<file path="src/rtl/m_demux_dispatch_pkg.sv">
// ============================================================================
// Module : m_demux_dispatch_pkg
// Brief  : Shared state encoding and drop-counter constants for the dispatcher.
// Rev    : 1.0
// ============================================================================
`default_nettype none

package m_demux_dispatch_pkg;

    typedef enum logic [0:0] {
        ST_IDLE  = 1'b0,
        ST_DRIVE = 1'b1
    } state_e;

    localparam int                  C_DROP_W   = 8;
    localparam logic [C_DROP_W-1:0] C_DROP_MAX = 8'hFF;

    function automatic logic [C_DROP_W-1:0] f_sat_inc(input logic [C_DROP_W-1:0] i_v);
        return (i_v == C_DROP_MAX) ? i_v : i_v + 8'd1;
    endfunction

endpackage

`default_nettype wire

</file>
<file path="src/rtl/m_demux.sv">
// ============================================================================
// Module : m_demux
// Brief  : 1-to-2**SEL_W demultiplexer; routes a single bit to the selected line.
// Rev    : 1.0
// ============================================================================
`default_nettype none

module m_demux #(
    parameter int SEL_W = 2
) (
    input  logic                i_in,
    input  logic [SEL_W-1:0]    i_sel,
    output logic [2**SEL_W-1:0] o_out
);

    always_comb begin
        o_out        = '0;
        o_out[i_sel] = i_in;
    end

endmodule

`default_nettype wire

</file>
<file path="src/rtl/m_demux_dispatch.sv">
// ============================================================================
// Module : m_demux_dispatch
// Brief  : Captures one word, steers it to a fixed or round-robin line, drops on timeout.
// Rev    : 1.0
// ============================================================================
`default_nettype none

module m_demux_dispatch
    import m_demux_dispatch_pkg::*;
#(
    parameter int WORD    = 8,
    parameter int DEMUX   = 2,
    parameter int TIMEOUT = 16
) (
    input  logic                clk,
    input  logic                rst_n,
    input  logic                in_valid,
    input  logic [WORD-1:0]     in_data,
    input  logic [DEMUX-1:0]    in_dest,
    output logic                in_ready,
    input  logic                rr_mode,
    output logic [DEMUX-1:0]    select,
    output logic [WORD-1:0]     out_data,
    output logic [2**DEMUX-1:0] out_valid,
    input  logic [2**DEMUX-1:0] line_ready,
    input  logic                clear_err,
    output logic                err,
    output logic [C_DROP_W-1:0] drop_cnt
);

    localparam int WAIT_W = $clog2(TIMEOUT);

    state_e              r_state;
    state_e              w_next;
    logic [DEMUX-1:0]    r_sel;
    logic [DEMUX-1:0]    r_rr_ptr;
    logic [WORD-1:0]     r_data;
    logic                r_rr;
    logic [WAIT_W-1:0]   r_wait;
    logic                r_err;
    logic [C_DROP_W-1:0] r_drop_cnt;

    logic w_accept;
    logic w_drive;
    logic w_hit;
    logic w_expire;
    logic w_done;

    assign w_drive  = (r_state == ST_DRIVE);
    assign w_accept = (r_state == ST_IDLE) && in_valid;
    assign w_hit    = w_drive && line_ready[r_sel];
    // Delivery in the last permitted cycle beats the timeout.
    assign w_expire = w_drive && !line_ready[r_sel] && (r_wait == WAIT_W'(TIMEOUT - 1));
    assign w_done   = w_hit || w_expire;

    always_ff @(posedge clk or negedge rst_n) begin
        if (!rst_n) begin
            r_state <= ST_IDLE;
        end else begin
            r_state <= w_next;
        end
    end

    always_comb begin
        w_next   = r_state;
        in_ready = 1'b0;
        case (r_state)
            ST_IDLE: begin
                in_ready = 1'b1;
                if (in_valid) begin
                    w_next = ST_DRIVE;
                end
            end
            ST_DRIVE: begin
                if (w_done) begin
                    w_next = ST_IDLE;
                end
            end
            default: w_next = ST_IDLE;
        endcase
    end

    // The round-robin decision is latched with the word so a later rr_mode change cannot alter it.
    always_ff @(posedge clk or negedge rst_n) begin
        if (!rst_n) begin
            r_data   <= '0;
            r_sel    <= '0;
            r_rr     <= 1'b0;
            r_rr_ptr <= '0;
            r_wait   <= '0;
        end else begin
            if (w_accept) begin
                r_data <= in_data;
                r_sel  <= rr_mode ? r_rr_ptr : in_dest;
                r_rr   <= rr_mode;
                r_wait <= '0;
            end else if (w_drive && !w_done) begin
                r_wait <= r_wait + WAIT_W'(1);
            end
            if (w_done && r_rr) begin
                r_rr_ptr <= r_rr_ptr + DEMUX'(1);
            end
        end
    end

    always_ff @(posedge clk or negedge rst_n) begin
        if (!rst_n) begin
            r_err      <= 1'b0;
            r_drop_cnt <= '0;
        end else if (clear_err) begin
            r_err      <= 1'b0;
            r_drop_cnt <= '0;
        end else if (w_expire) begin
            r_err      <= 1'b1;
            r_drop_cnt <= f_sat_inc(r_drop_cnt);
        end
    end

    m_demux #(
        .SEL_W (DEMUX)
    ) u_demux (
        .i_in  (w_drive),
        .i_sel (r_sel),
        .o_out (out_valid)
    );

    assign select   = r_sel;
    assign out_data = r_data;
    assign err      = r_err;
    assign drop_cnt = r_drop_cnt;

endmodule

`default_nettype wire

</file>
<file path="config.mk">
export PLATFORM = sky130hd
export DESIGN_NAME = m_demux_dispatch
export DESIGN_NICKNAME = d
export VERILOG_FILES = /design/src/rtl/m_demux_dispatch_pkg.sv /design/src/rtl/m_demux.sv /design/src/rtl/m_demux_dispatch.sv
export SDC_FILE = /design/constraint.sdc
export NUM_CORES = 1
export LEC_CHECK = 0
export BUFFER_PORTS_ARGS = -buffer_cell sky130_fd_sc_hd__buf_2
export CAP_MARGIN = 20
export CORE_ASPECT_RATIO = 0.7
export CORE_MARGIN = 2
export CORE_UTILIZATION = 35
export DETAILED_ROUTE_END_ITERATION = 7
export GPL_TIMING_DRIVEN = 0
export PLACE_DENSITY = 0.63
export SKIP_LAST_GASP = 1
export SYNTH_ARGS = -nofsm -noshare
export SYNTH_HDL_FRONTEND = slang
export SYNTH_SLANG_ARGS = --single-unit
export TNS_END_PERCENT = 1
</file>
<file path="constraint.sdc">
create_clock -name clk -period 2.68 [get_ports clk]
set_input_delay 0 -clock clk [delete_from_list [all_inputs] [get_ports clk]]
set_output_delay 0 -clock clk [all_outputs]
set_load 0.03 [all_outputs]
</file>
# Word-level counts from Yosys, hierarchy flattened
# Index checks and enable logic that the tools add are counted.
# Widths: inputs -> output; s select.
[op_classes]
addsub = 3
n_lt_le_gt_ge = 2
n_eq_ne = 3
muxes = 16
n_bitwise = 2
n_reduce_logical = 13
[op_table]
columns = ["operator", "n"]
rows = [
  ["$mux 8", 3],
  ["$add 8x1->8 const B", 1],
  ["$eq 8x8->1 const B", 1],
  ["$mux 4", 2],
  ["$logic_and 1x1->1", 7],
  ["$mux 1", 7],
  ["$add 4x1->4 const B", 1],
  ["$and 4x4->4", 1],
  ["$eq 4x4->1 const B", 1],
  ["$reduce_bool 2->1", 2],
  ["$lt 2x3->1 const B", 1],
  ["$add 2x1->2 const B", 1],
  ["$bmux 1 s2", 1],
  ["$demux 1 s2", 1],
  ["$ge 2x1->1 const B", 1],
  ["$logic_not 1->1", 2],
  ["$mux 2", 1],
  ["$ne 2x2->1 const B", 1],
  ["$pmux 1 s2", 1],
  ["$reduce_and 2->1", 1],
  ["$logic_or 1x1->1", 1],
  ["$not 1->1", 1],
]
[totals]
regBits = 27
word_cells = 47

# Depth between registers and ports, before layout
# Gate-level depths: netlist of run 1.
[logic_depth]
word_depth = 10
mapped_depth = 6
ltp_nobuf = 5

# Hierarchy
# A second synthesis of run 1 with hierarchy kept.
[unflattened]
hier_cells = 132
area_unflattened_um2 = 1277.5
[modules_own_cells]
columns = ["module", "instances", "cells_each", "area_each_um2", "seq_area_each_um2"]
rows = [
  ["m_demux_dispatch", 1, 128, 1239.9, 675.6],
  ["m_demux", 1, 4, 37.5, 0.0],
]

# Worst setup path before layout of run 1
# OpenSTA, ideal clock, no wires.
[synth_timing]
path_kind = "flip-flop to flip-flop"
start = "reg r_sel[0], in the netlist select[0]"
end = "reg r_drop_cnt[7], in the netlist drop_cnt[7]"
setup_ps = 78
t_arrival_ps = 2124
t_required_ps = 2602
setup_slack_ps = 478
stages_incl_launch_ff = 5
path_buffers = 0
path_cell_list = "dfrtp_1 mux4_2 a211o_1 or4_1 a21oi_1"
[synth_between]
elab_chain_len = 7
[synth_rtl]
columns = ["element", "line_no", "rtl"]
rows = [
  ["from (decl)", "m_demux_dispatch.sv:35", "logic [DEMUX-1:0] r_sel;"],
  ["from (signal assigned)", "m_demux_dispatch.sv:94", "r_sel <= rr_mode ? r_rr_ptr : in_dest;"],
  ["$bmux 1 s2", "m_demux_dispatch.sv:53", "assign w_expire = w_drive && !line_ready[r_sel] && (r_wait == WAIT_W'(TIMEOUT - 1));"],
  ["$mux 1 (implied by the code)", "m_demux_dispatch.sv:53", ""],
  ["$logic_not 1->1", "m_demux_dispatch.sv:53", ""],
  ["$logic_and 1x1->1 (2 in series)", "m_demux_dispatch.sv:53", ""],
  ["$reduce_bool 2->1 (no line)", "-", ""],
  ["$reduce_and 2->1 (no line)", "-", ""],
  ["to (signal assigned)", "m_demux_dispatch.sv:115", "r_drop_cnt <= f_sat_inc(r_drop_cnt);"],
  ["to (decl)", "m_demux_dispatch.sv:41", "logic [C_DROP_W-1:0] r_drop_cnt;"],
]
# Every way passes these cells. The select of a mux whose other input is x is not followed.
# A chain may end at the register's enable or synchronous reset.

# Final worst setup path of run 1
# Same ends and word-level chain as after synthesis.

==> results.yml, run 1 <==
place:
  gp_congestion: 0.765
  placed_cells: 225
  dp_slack_ps: 506
  hpwl_um: 2210
  dpl-instance-area_mm2: 0.00153
  portBuffers: 41
cells_and_area:
  most-common-layout-cells: "buf_2, nand2_1, dfrtp_1"
  n_fill_cell: 344
  layout-drive-gt1-share_pct: 25.9
  areaGrowthSynthToFinish_pct: 32.8
  n_antenna_cell: 0
  fin_nets: 211
  fin_cells: 239
  final_common_cell: "buf_2"
  finalInstanceArea_mm2: 0.00167
sta:
  grt_setup_unrepaired: "no"
  timing.final.ws_setup_ps: 473
  max_freq_mhz: 453
  fin_skew_ps: 8.48
  finalSetupTns_ps: 0
  fin_crit_ps: 2210
  fin_crit_sh_pct: 82.4
  setup_viol_count_final: 0
  slew_headroom_pct: 59.3
  hold_violations: 0
  maxSlewViolCount: 0
  tightest_slew_ps: 607
detailed_routing:
  post-route-drc-count: 0
  wl_per_cell_um: 12.5
  wl_met3_um: 100
  vias: 1156
  avgViaCountPerCell: 4.84
  drtAntennaViolNets: 0
  firstDrtPassIters: 4
  dr_wl_met2_um: 1480
  wirelength_um: 2980
  met1_length_um: 1360
  drtIter0Drc: 55
  dr.max_layer_used: "met4"
power_and_ir_drop:
  powerDensity_mw_per_mm2: 895
  p_leak_nw: 0.833
  totalPowerFinal_mw: 1.50
  ir_worst_vdd_uv: 420
floorplanning:
  die_y_um: 54.2
  core-area_mm2: 0.00349
  ioPinCount: 43
  rows: 18
  start_util_pct: 36.1
  die_area_mm2: 0.00410
  die_w_um: 75.7
synth:
  synth_top_area_share_pct: 53.7
  synth_top_area_cell: "dfrtp_1"
  yosysSeqAreaShare_pct: 53.7
  syn_inst: 134
  synth_edf_count: 0
  syn_nets: 155
  ys_ff_latch: 27
  synthArstFlopShare_pct: 100
  syn-cell-area_mm2: 0.00126
  synth-main-ff-cell: "dfrtp_1"
  synth_cell_types: 32
  yosys-top-cells-area: "dfrtp_1, nand2_1, nor2_1"
  yosysWarningCount: 0
  avgSynthCellArea_um2: 9.39
global_routing:
  grt_max_degree: 28
  grt_pass1_wl_um: 4600
  grt_use_total_pct: 15.4
  grt_antenna_before_repair: 0
  grt_pass1_vias: 1032
  grt-ovfl-total: 0
clocking:
  cts_tree: "done"
  cts.sinks: 27
  clockBufferDepth: 2
  cts_setup_buffers: 0
  cts_resized: 0
  worstSkewPairLatency_ps: 270
  cts_buffers: 3
  cts-hold-fix-buffers: 10
  clk_transition_reported_paths_ps: 90
  htreeDepth: 1
  cts-root-buf: "clkbuf_8"
min_path:
  hold_class: "primary input to flop"
flow_run:
  cap_violations: 0
worst_setup_path:
  worst_setup_path_start_kind: "flop"
  cp-end-kind: "flop"
  crit_type: "flop to flop"
  cp.arrival_ps: 2400
  worst-path-max-fanout: 8
  cp.required_ps: 2880
run_status:
  status: "finished, final reports clean"
Yosys cell counts, types with 2 or more instances:
library cell / number
nor2_1: 11
or4_1: 2
mux2i_1: 2
ha_1: 2
o21ai_0: 5
xnor2_1: 3
o31ai_1: 2
nor3_1: 2
and4_1: 2
dfrtp_1: 27
or3_1: 2
nand3_1: 7
a21oi_1: 8
inv_1: 3
nand2_1: 36
clkbuf_1: 3
a211oi_1: 2
state kept, by name, summed over array words and instances, names as in the netlist:
name,cells
r_rr,1
err,1
out_data,8
r_rr_ptr,2
r_state,1
r_wait,4
drop_cnt,8
select,2
routing by layer:
layer / global-route usage (%) / vias to the layer above
met4: 5.26 / 0
met1: 19.9 / 562
li1: - / 569
met2: 25.7 / 20
met5: 0 / -
met3: 3.37 / 5
where the power goes:
part	internal, mW	leakage (nW)	switching (mW)
Sequential	0.525	0.349	0.108
Combinational	0.207	0.462	0.425
Clock	0.107	0.0228	0.125
critical path: stages (launching register included):
cell and delay [ps]:
dfrtp_1 470, mux4_2 630, a211o_1 380, or4_1 490, a21oi_1 160
per-stage QoR:
step	util (%)	hold WS (ps)
3_3_place_gp	43.7	38.6
6_report	47.9	25.4
3_5_place_dp	43.7	50.9
2_1_floorplan	-	-296
5_1_grt	47.9	39.1
4_1_cts	47.9	24.8
final cells by class:
type,count,area [um2],share of cell area [%]
plain buffers,4,15.0,0.898
clock buffers,4,45.0,2.69
inverters,3,11.3,0.674
multi-input cells,100,557,33.3
flip-flops and latches,27,676,40.4
well taps,50,62.6,3.74
repair buffers,51,305,18.3
path summary, 6_finish.rpt:
kind	end	start	slack, ps	cells after the start
max in group asynchronous	out_data[1]$_DFFE_PN0P_	rst_n	2000	2
setup reg to reg	drop_cnt[7]$_DFFE_PN0P_	select[0]$_DFFE_PN0P_	470	4
hold reg to reg	out_data[5]$_DFFE_PN0P_	out_data[5]$_DFFE_PN0P_	480	2
setup / recovery	drop_cnt[7]$_DFFE_PN0P_	select[0]$_DFFE_PN0P_	470	4
min in group asynchronous	drop_cnt[4]$_DFFE_PN0P_	rst_n	270	2
hold / removal	select[0]$_DFFE_PN0P_	in_dest[0]	30	3
kinds of logic after synthesis:
group | synth area share, %
and+or+nand+nor | 25.0
xor gates and xnor gates | 2.78
adders and majority gates | 1.99
muxes | 3.38
buffers and inverters | 2.09
AOI/OAI and AO/OA | 11.1
DFF | 53.7
No activity file was read; power rests on OpenSTA's default activity.
==> run 2, diff against run 1 <==
==> constraint.sdc (replaced) <==
create_clock -name clk -period 2.2 [get_ports clk]
set_input_delay 0 -clock clk [delete_from_list [all_inputs] [get_ports clk]]
set_output_delay 0 -clock clk [all_outputs]
set_load 0.03 [all_outputs]
==> results.yml, run 2 (synthesized netlist as in run 1, its figures left out) <==
run_status:
  status: "finished, final reports clean"
sta:
  tightest_slew_ps: 616
  hold_violations: 0
  fin_crit_sh_pct: 96.5
  fin_crit_ps: 2120
  max_freq_mhz: 471
  setup_viol_count_final: 0
  timing.final.ws_setup_ps: 77.8
  maxSlewViolCount: 0
  grt_setup_unrepaired: "yes"
  slew_headroom_pct: 58.7
  fin_skew_ps: 3.98
  finalSetupTns_ps: 0
flow_run:
  cap_violations: 0
worst_setup_path:
  worst_setup_path_start_kind: "flop"
  r2r_slack_ps: 80
  reg2reg_depth: 4
  cp.arrival_ps: 2320
  rr_endpoint: "drop_cnt[7]$_DFFE_PN0P_"
  cp-endpoint: "drop_cnt[7]$_DFFE_PN0P_"
  crit_type: "flop to flop"
  worst-path-max-fanout: 8
  r2r-start: "select[0]$_DFFE_PN0P_"
  cp.required_ps: 2400
  cp-end-kind: "flop"
  crit_start: "select[0]$_DFFE_PN0P_"
cells_and_area:
  final_common_cell: "buf_2"
  most-common-layout-cells: "buf_2, nand2_1, dfrtp_1"
  finalInstanceArea_mm2: 0.00169
  layout-drive-gt1-share_pct: 27.9
  n_antenna_cell: 0
  areaGrowthSynthToFinish_pct: 34.3
  n_fill_cell: 326
  fin_nets: 212
global_routing:
  grt_antenna_before_repair: 0
  grt_pass1_wl_um: 4290
  grt_util_met1_pct: 18.0
  use_met3_pct: 3.00
  grt_max_degree: 28
  grt.busiest_layer: "met2"
  grt_use_met2_pct: 24.3
  grt-ovfl-total: 0
  grt_use_total_pct: 14.1
  grt_pass1_vias: 953
floorplanning:
  die_y_um: 54.2
  core-area_mm2: 0.00349
  start_util_pct: 36.1
  die_w_um: 75.7
  die_area_mm2: 0.00410
  rows: 18
  ioPinCount: 43
detailed_routing:
  drtIter0Drc: 39
  drtAntennaViolNets: 0
  firstDrtPassIters: 3
  wirelength_um: 2830
  post-route-drc-count: 0
  wl_per_cell_um: 11.8
  avgViaCountPerCell: 4.71
  vias: 1131
min_path:
  hold_class: "primary input to flop"
  min_delay_path_depth: 3
place:
  portBuffers: 41
  dpl-instance-area_mm2: 0.00153
  hpwl_um: 2090
  dp_slack_ps: 81.4
  gp_congestion: 0.759
clocking:
  cts_tree: "done"
  cts.sinks: 27
  clk_transition_reported_paths_ps: 90
  cts-root-buf: "clkbuf_8"
  cts_buffers: 3
  worstSkewPairLatency_ps: 270
  clockBufferDepth: 2
  htreeDepth: 1
power_and_ir_drop:
  powerDensity_mw_per_mm2: 1080
  ir_worst_vdd_uv: 607
  p_leak_nw: 0.841
run 2: cell type report:
class	instances	area, um2	share of cell area (%)
timing repair buffer	52	313	18.5
buffer	4	15.0	0.888
multi-input combinational	100	566	33.5
clock buffer	3	41.3	2.44
clock inverter	1	5.00	0.296
sequential	27	677	40.0
tap	50	62.6	3.70
inverter	3	11.3	0.666
run 2: routing by layer:
| metal | up-vias | share of wire (%) |
|---|---|---|
| li1 | 574 | - |
| met1 | 534 | 46 |
| met2 | 21 | 49 |
| met3 | 2 | 3.7 |
| met4 | 0 | 0.95 |
| met5 | - | 0 |
run 2: worst max-delay path, stage by stage (launching register included):
cell and delay (ps):
dfrtp_2 430, mux4_2 620, a211o_4 370, or4_1 470, a21oi_1 150
run 2: what timing repair did:
| action | in CTS | in global routing |
|---|---|---|
| hold endpoints to repair | 36 | 0 |
| endpoints found under the setup margin | 0 | 3 |
| hold buffers | 10 | 0 |
| setup buffers | 0 | 1 |
| gates resized for setup | 0 | 1 |
run 2: through the flow:
stage	util (%)	std cells	hold slack [ps]	total power [mW]
floorplan	-	134	-296	1.30
global placement	43.8	225	38.9	1.51
detailed placement	43.8	225	44.0	1.54
CTS	48.0	239	37.7	1.83
global route	48.4	240	49.1	1.96
finish	48.4	240	37.6	1.83
run 2: power by group:
group	switching [mW]	internal [mW]
logic	0.519	0.263
clock network	0.149	0.127
registers	0.129	0.642
total	0.797	1.03
run 2: how the worst min path moves through the flow:
stage	slack [ps]	startpoint	to
3_5_place_dp	40	rst_n	drop_cnt[1]$_DFFE_PN0P_
3_3_place_gp	40	rst_n	drop_cnt[0]$_DFFE_PN0P_
4_1_cts	40	in_dest[1]	select[1]$_DFFE_PN0P_
6_report	40	in_dest[0]	select[0]$_DFFE_PN0P_
5_1_grt	50	in_dest[1]	select[1]$_DFFE_PN0P_
2_1_floorplan	-300	rst_n	drop_cnt[0]$_DFFE_PN0P_
==> run 3, diff against run 2 <==
--- a/config.mk
+++ b/config.mk
@@ -12,6 +12,7 @@
 export CORE_UTILIZATION = 35
 export DETAILED_ROUTE_END_ITERATION = 7
 export GPL_TIMING_DRIVEN = 0
+export HOLD_SLACK_MARGIN = 0.12
 export PLACE_DENSITY = 0.63
 export SKIP_LAST_GASP = 1
 export SYNTH_ARGS = -nofsm -noshare
==> results.yml, run 3 (synthesized netlist as in run 1, its figures left out) <==
detailed_routing:
  post-route-drc-count: 0
  vias: 1168
  drtAntennaViolNets: 0
  wirelength_um: 2850
  firstDrtPassIters: 4
  drtIter0Drc: 42
  avgViaCountPerCell: 4.79
  wl_per_cell_um: 11.7
worst_setup_path:
  worst_setup_path_start_kind: "flop"
  cp-end-kind: "flop"
  crit_chain: "mux4_2 > a211o_4 > or4_1 > a21oi_1"
  cp.required_ps: 2400
  cp.arrival_ps: 2320
  slowest_delay_ps: 620
  crit_type: "flop to flop"
  slowest_stage: "mux4_2"
  worst-path-max-fanout: 8
sta:
  setup_viol_count_final: 0
  fin_crit_sh_pct: 96.5
  fin_crit_ps: 2120
  slew_headroom_pct: 59.6
  fin_skew_ps: 3.13
  hold_violations: 0
  tightest_slew_ps: 602
  maxSlewViolCount: 0
  finalSetupTns_ps: 0
  grt_setup_unrepaired: "yes"
  max_freq_mhz: 471
cells_and_area:
  fin_nets: 216
  n_antenna_cell: 0
  postLayoutCoreUtil_pct: 49.6
  fin_cells: 244
  most-common-layout-cells: "buf_2, nand2_1, dfrtp_1"
  areaGrowthSynthToFinish_pct: 37.5
  layout-drive-gt1-share_pct: 27.3
  final_common_cell: "buf_2"
clocking:
  worstSkewPairLatency_ps: 270
  cts_buffers: 3
  htreeDepth: 1
  cts.sinks: 27
  cts-root-buf: "clkbuf_8"
  clockBufferDepth: 2
  clk_transition_reported_paths_ps: 90
  cts_tree: "done"
global_routing:
  grt_pass1_wl_um: 4370
  grt_antenna_before_repair: 0
  grt-ovfl-total: 0
  grt_use_total_pct: 14.4
  grt_pass1_vias: 969
  grt_max_degree: 28
place:
  portBuffers: 41
  hpwl_um: 2090
  gp_congestion: 0.759
  placed_cells: 225
flow_run:
  cap_violations: 0
floorplanning:
  die_w_um: 75.7
  die_area_mm2: 0.00410
  rows: 18
  die_y_um: 54.2
  start_util_pct: 36.1
  ioPinCount: 43
  core-area_mm2: 0.00349
run_status:
  status: "finished, final reports clean"
power_and_ir_drop:
  ir_worst_vdd_uv: 599
  p_leak_nw: 0.858
  powerDensity_mw_per_mm2: 1060
min_path:
  hold_class: "primary input to asynchronous set/reset pin"
## run 3: repair_timing
action / CTS / global route
resized for setup: 0 / 1
endpoints found under the setup margin: 0 / 3
endpoints found under the hold margin: 42 / 0
setup buffers: 0 / 1
hold buffers: 14 / 0
## run 3: path summary, 6_finish.rpt
| check | from | endpoint | slack [ps] | cells after the start |
|---|---|---|---|---|
| min in group clk | line_ready[0] | err$_DFFE_PN0P_ | 370 | 5 |
| worst max register to register | select[0]$_DFFE_PN0P_ | drop_cnt[7]$_DFFE_PN0P_ | 80 | 4 |
| worst min register to register | out_data[0]$_DFFE_PN0P_ | out_data[0]$_DFFE_PN0P_ | 480 | 2 |
| max in group asynchronous | rst_n | select[0]$_DFFE_PN0P_ | 1530 | 2 |
| worst min-delay path | rst_n | drop_cnt[4]$_DFFE_PN0P_ | 260 | 2 |
| worst max-delay path | select[0]$_DFFE_PN0P_ | drop_cnt[7]$_DFFE_PN0P_ | 80 | 4 |
## run 3: routing by layer
| metal | part of all wire, % | global-route usage [%] |
|---|---|---|
| met5 | 0 | 0 |
| met4 | 0.95 | 4.39 |
| met3 | 3.6 | 3.00 |
| met2 | 49 | 24.1 |
| met1 | 46 | 19.1 |
## run 3: final cells by class
cell class | count | area [um2]
Inverter | 3 | 11.3
Multi-Input combinational cell | 100 | 566
Tap cell | 50 | 62.6
Buffer | 4 | 15.0
Timing Repair Buffer | 56 | 353
Fill cell | 322 | 1760
Sequential cell | 27 | 677
Clock inverter | 1 | 5.00
Clock buffer | 3 | 41.3
## run 3: report_power, final
| part | total, mW | leakage, nW | internal, mW | switching, mW |
|---|---|---|---|---|
| sequential | 0.770 | 0.348 | 0.642 | 0.128 |
| clock | 0.274 | 0.0255 | 0.127 | 0.147 |
| combinational | 0.787 | 0.484 | 0.267 | 0.520 |
| total | 1.83 | 0.858 | 1.04 | 0.795 |
## run 3: through the flow
stage               power [mW]  setup slack, ps  hold slack [ps]  area, um2
finish                    1.83             76.7              257       1730
global route              1.97            -7.49              330       1730
CTS                       1.83             63.6              281       1710
global placement          1.51              122             38.9       1530
floorplan                 1.30              114             -296       1260
detailed placement        1.54             81.4             44.0       1530
## run 3: critical path, delay by kind of cell, from the launching register on
| kind | cells | cell delay, ps |
|---|---|---|
| AO/OA/AOI/OAI | 2 | 520 |
| AND/OR/NAND/NOR | 1 | 480 |
| multiplexers | 1 | 620 |
| flip-flops | 1 | 430 |
